## config.mk

```make
export PLATFORM = sky130hd
export DESIGN_NAME = filter_sequencer
export DESIGN_NICKNAME = d
export VERILOG_FILES = /design/src/rtl/filter_sequencer.sv
export SDC_FILE = /design/constraint.sdc
export NUM_CORES = 1
export LEC_CHECK = 0
export CAP_MARGIN = 20
export CORE_ASPECT_RATIO = 0.75
export CORE_MARGIN = 3
export CORE_UTILIZATION = 40
export CTS_CLUSTER_DIAMETER = 200
export DETAILED_ROUTE_END_ITERATION = 12
export PLACE_DENSITY = 0.69
export REMOVE_ABC_BUFFERS = 1
export SLEW_MARGIN = 20
export SYNTH_ARGS = -nofsm -noshare
export SYNTH_HDL_FRONTEND = slang
export SYNTH_SLANG_ARGS = --single-unit
```

## constraint.sdc

```tcl
create_clock -name clk -period 2.9 [get_ports clk]
set_clock_uncertainty 0.1 [all_clocks]
set_input_delay 0.435 -clock clk [delete_from_list [all_inputs] [get_ports clk]]
set_output_delay 0.435 -clock clk [all_outputs]
set_load 0.02 [all_outputs]
```

## src/rtl/filter_sequencer.sv

```systemverilog
// Sample-rate sequencer for a first-order IIR datapath: sample tick, ADC handshake, settle wait,
// result capture and coefficient shadow registers that switch over only between samples.
module filter_sequencer #(
    parameter int               DW      = 32,
    parameter int               DIV_W   = 16,
    parameter logic [DIV_W-1:0] DIV_RST = 16'd99,
    parameter int               SETTLE  = 2
) (
    input  logic          clk,
    input  logic          rst_n,
    input  logic          cfg_we_i,
    input  logic [1:0]    cfg_addr_i,
    input  logic [DW-1:0] cfg_wdata_i,
    input  logic          cfg_commit_i,
    input  logic          ovr_clr_i,
    input  logic          adc_valid_i,
    input  logic [DW-1:0] adc_data_i,
    output logic          adc_ready_o,
    output logic [DW-1:0] filt_data_in_o,
    output logic [DW-1:0] filt_a1_o,
    output logic [DW-1:0] filt_b0_o,
    output logic [DW-1:0] filt_b1_o,
    output logic          filt_en_o,
    input  logic [DW-1:0] filt_yn_i,
    output logic          y_valid_o,
    output logic [DW-1:0] y_data_o,
    output logic          busy_o,
    output logic          overrun_o
);
    localparam int SW = (SETTLE > 1) ? $clog2(SETTLE) : 1;

    typedef enum logic [1:0] {ST_IDLE, ST_WAIT_SMP, ST_SETTLE, ST_OUTPUT} state_t;

    state_t           state_q, state_d;
    logic [SW-1:0]    settle_q, settle_d;
    logic [DIV_W-1:0] cnt_q, div_q, div_sh_q;
    logic             tick;
    logic             handshake;
    logic             commit_now;
    logic             commit_pend_q;
    logic [DW-1:0]    sh_q  [3];
    logic [DW-1:0]    act_q [3];
    logic [DW-1:0]    x_q, y_q;
    logic             y_valid_q, overrun_q;

    assign tick       = (cnt_q == div_q);
    assign handshake  = adc_valid_i & adc_ready_o;
    assign commit_now = (state_q == ST_IDLE) & commit_pend_q;

    always_ff @(posedge clk or negedge rst_n) begin
        if (!rst_n) begin
            state_q  <= ST_IDLE;
            settle_q <= '0;
        end else begin
            state_q  <= state_d;
            settle_q <= settle_d;
        end
    end

    always_comb begin
        state_d  = state_q;
        settle_d = settle_q;
        case (state_q)
            ST_IDLE: begin
                if (tick) state_d = ST_WAIT_SMP;
            end
            ST_WAIT_SMP: begin
                if (adc_valid_i) begin
                    state_d  = ST_SETTLE;
                    settle_d = SW'(SETTLE - 1);
                end
            end
            ST_SETTLE: begin
                if (settle_q == '0) state_d = ST_OUTPUT;
                else                settle_d = settle_q - 1'b1;
            end
            default: state_d = ST_IDLE;
        endcase
    end

    always_comb begin
        adc_ready_o = 1'b0;
        filt_en_o   = 1'b0;
        busy_o      = 1'b1;
        case (state_q)
            ST_IDLE:     busy_o      = 1'b0;
            ST_WAIT_SMP: adc_ready_o = 1'b1;
            ST_OUTPUT:   filt_en_o   = 1'b1;
            default:     busy_o      = 1'b1;
        endcase
    end

    // A new divisor is only picked up on a wrap, so the running period always completes.
    always_ff @(posedge clk or negedge rst_n) begin
        if (!rst_n) begin
            cnt_q    <= '0;
            div_q    <= DIV_RST;
            div_sh_q <= DIV_RST;
        end else begin
            cnt_q <= tick ? '0 : cnt_q + 1'b1;
            if (tick) div_q <= div_sh_q;
            if (cfg_we_i && cfg_addr_i == 2'd3) div_sh_q <= cfg_wdata_i[DIV_W-1:0];
        end
    end

    // Copy reads the shadow before any same-edge write lands.
    always_ff @(posedge clk or negedge rst_n) begin
        if (!rst_n) begin
            for (int i = 0; i < 3; i++) begin
                sh_q[i]  <= '0;
                act_q[i] <= '0;
            end
            commit_pend_q <= 1'b0;
        end else begin
            for (int i = 0; i < 3; i++) begin
                if (cfg_we_i && cfg_addr_i == 2'(i)) sh_q[i] <= cfg_wdata_i;
                if (commit_now) act_q[i] <= sh_q[i];
            end
            commit_pend_q <= cfg_commit_i | (commit_pend_q & ~commit_now);
        end
    end

    always_ff @(posedge clk or negedge rst_n) begin
        if (!rst_n) begin
            x_q       <= '0;
            y_q       <= '0;
            y_valid_q <= 1'b0;
            overrun_q <= 1'b0;
        end else begin
            if (handshake) x_q <= adc_data_i;
            if (state_q == ST_OUTPUT) y_q <= filt_yn_i;
            y_valid_q <= (state_q == ST_OUTPUT);
            if (tick && state_q != ST_IDLE) overrun_q <= 1'b1;
            else if (ovr_clr_i)             overrun_q <= 1'b0;
        end
    end

    assign filt_data_in_o = x_q;
    assign filt_a1_o      = act_q[0];
    assign filt_b0_o      = act_q[1];
    assign filt_b1_o      = act_q[2];
    assign y_data_o       = y_q;
    assign y_valid_o      = y_valid_q;
    assign overrun_o      = overrun_q;

endmodule

```

==> run metrics <==
status=finished clean; n_diodes=0; fill count=2322; Final Max Slew Viols=0; Post-Route Utilization=56.8%; static leakage=6.87 nW; CTS tree=built; top_reg_cell synth=dfrtp_1; top-count cell post-synth=dfrtp_1; top-area cell type share of the netlist area=63.8%; hold slack final=380 ps; WP buf/inv=3; Clk Latency, worst-skew pair=510 ps; CTS root buf=clkbuf_16; Slew @ Worst Pin=544 ps; Synth Register Bits=310; final setup violating endpoints=0; crit path max-delay cell type=clkdlybuf4s50_1; Avg Inst Size Synth=16.3 µm²; Synth top cells by count=dfrtp_1 (302), mux2_2 (288), xnor2_1 (23), nor2_1 (16), buf_1 (14); power per cell area=1150 nW/µm²; final global-route overflow total=0; vias in the first global route=7430; Initial Util=41.4%; Vias/cell=4.82; area leader, netlist=dfrtp_1; Fmax=0.387 GHz; Antenna Violating Nets Remaining=0; Critical Path RT=2370 ps; Layout area overhead=37.0%; row cnt=53; ratio of final minimum period to clock period=89.0%; Detailed Route Iter0 Violations=250; io pins=269; GRT Total Usage=16.8%; Critical Path Sink Type=primary output; placed standard-cell area=15100 µm²; core box area=28600 µm²; routed len/inst=18.6 µm; Post-Layout Inst Area=16200 µm²; DR vias=6867; DRC Markers=0; share of cells above drive strength 1=35.6%; Final HPWL DP=17600 µm; final WL=26500 µm; fraction of registers with async set/reset=100%; synthesized area=11800 µm²; slowest cell delay on critical path=650 ps; crit path max fanout=5; maximum VDD drop=0.677 mV; Slew Limit Headroom=63.7%; critical path class=reg2out; total power=0.0186 W; Die H=155 µm; Fin. Hold Viols=0; antenna violations before repair=0; port buffer count=268; Hold WC Path Type=in2async; post-synthesis sequential area ratio=65.6%; Post-synth EDFFs=0; Clock Sinks=310; type of origin of the critical path=flip-flop; maximum capacitance violations=0; placed insts=1366; drt pass-1 iters=4; crit path DAT=2050 ps; post-synth cell types=34; most used cell, CP=inv_1; Mapped Cells=728; CTS buffer count=34; die width=205 µm; delay-heaviest family, CP=buffers and inverters; CTS max path bufs=3; number of synthesis warnings=0; minimum clock period=2580 ps; clock-pin slew on the worst setup and hold paths=60 ps; crit path cell chain=inv_1 -> ha_1 -> inv_1 -> clkdlybuf4s50_1; register area=7770 µm²; top cells by area, synth=dfrtp_1 (64%), mux2_2 (27%), dfstp_2 (1.8%), xnor2_1 (1.7%), ha_1 (0.63%); Die ar.=31700 µm²; area of the multi-input gates=3920 µm²; RSZ-0062 raised after global routing=no; first-pass GRT wire length=42200 µm; GPL Wtd Cong=0.802; H-tree levels=2; Nets=1128; pin count of the biggest net entering global routing=68; Layout Cells excl Fill=1424
flip-flops by register name, summed over array words and instances, names as in the netlist, 32 cells and up:
signal / flops
filt_a1_o: 32
filt_data_in_o: 32
sh_q: 96
filt_b1_o: 32
y_data_o: 32
filt_b0_o: 32
final timing paths:
kind                       slack (ps)       endpoint  startpoint  cells past startpoint
max in group asynchronous        1510       div_q[1]       rst_n                      3
hold / removal                    380   filt_b0_o[5]       rst_n                      2
hold reg to reg                   400   filt_b0_o[8]    sh_q[40]                      1
setup / recovery                  320         busy_o  state_q[1]                      4
min in group clk                  400   filt_b0_o[8]    sh_q[40]                      1
setup reg to reg                  830  filt_a1_o[12]  state_q[1]                      5
worst reg2reg max path: stages, from the launching register on:
cell     delay, ps
dfrtp_1        430
inv_1           90
ha_1           240
nand2_4        390
buf_12         310
mux2_2         390
layout by cell type (no fill, tap or decap), types with 3 or more instances in the layout:
master and n:
dfstp_2 8, clkbuf_1 6, clkinv_2 8, buf_12 9
clkbuf_16 37, dfrtp_1 302, nand4_1 6, xnor2_1 23
nand2_1 7, nor2_1 16, nand3_1 5, a21oi_1 3
mux2_2 288, xor2_1 6, buf_4 6, inv_1 6
clkdlybuf4s50_1 267, ha_1 6, bufinv_16 3
per-stage QoR:
step           setup TNS [ps]  setup WS, ps
3_5_place_dp                0           801
2_1_floorplan          -67750          -601
4_1_cts                     0           284
6_report                    0           318
3_3_place_gp                0           837
5_1_grt                     0           190
power by group:
part	switching, W	leakage (nW)	internal [W]	total [W]
clock	0.00167	0.544	0.00260	0.00427
sequential	0.000887	3.70	0.00602	0.00691
combinational	0.00340	2.62	0.00404	0.00744
total	0.00596	6.87	0.0127	0.0186
cell families (layout without fill, tap and decap cells):
family	Yosys count	count (layout)	share of synthesized area (%)
AO/OA/AOI/OAI	9	9	0.486
buffers and inverters	36	347	1.37
flip-flops	310	310	65.6
multiplexers	290	290	27.6
XOR/XNOR	29	29	2.14
adder cells (fa/ha/maj)	6	6	0.634
AND/OR/NAND/NOR	48	48	2.17
metal layers:
layer	up-vias	global-route usage (%)	share of wire (%)	wire length, µm
li1	3157	-	-	-
met1	3504	22.9	46	12100
met2	173	26.2	45	11800
met3	33	5.88	8.2	2160
met4	0	3.96	1.4	376
met5	-	0	0	0
layout make-up:
cell class / instances / area share [%]
clock inverters: 13 / 0.895
clock buffers: 44 / 5.93
inverters: 6 / 0.139
repair buffers: 284 / 18.0
flip-flops and latches: 310 / 47.9
multi-input cells: 382 / 24.2
well taps: 385 / 2.97
what timing repair did:
item	in CTS	in global routing
gates resized for setup	0	0
setup buffers	0	0
hold buffers	1	0
endpoints found under the hold margin	58	0
(Power assumes the default switching activity.)
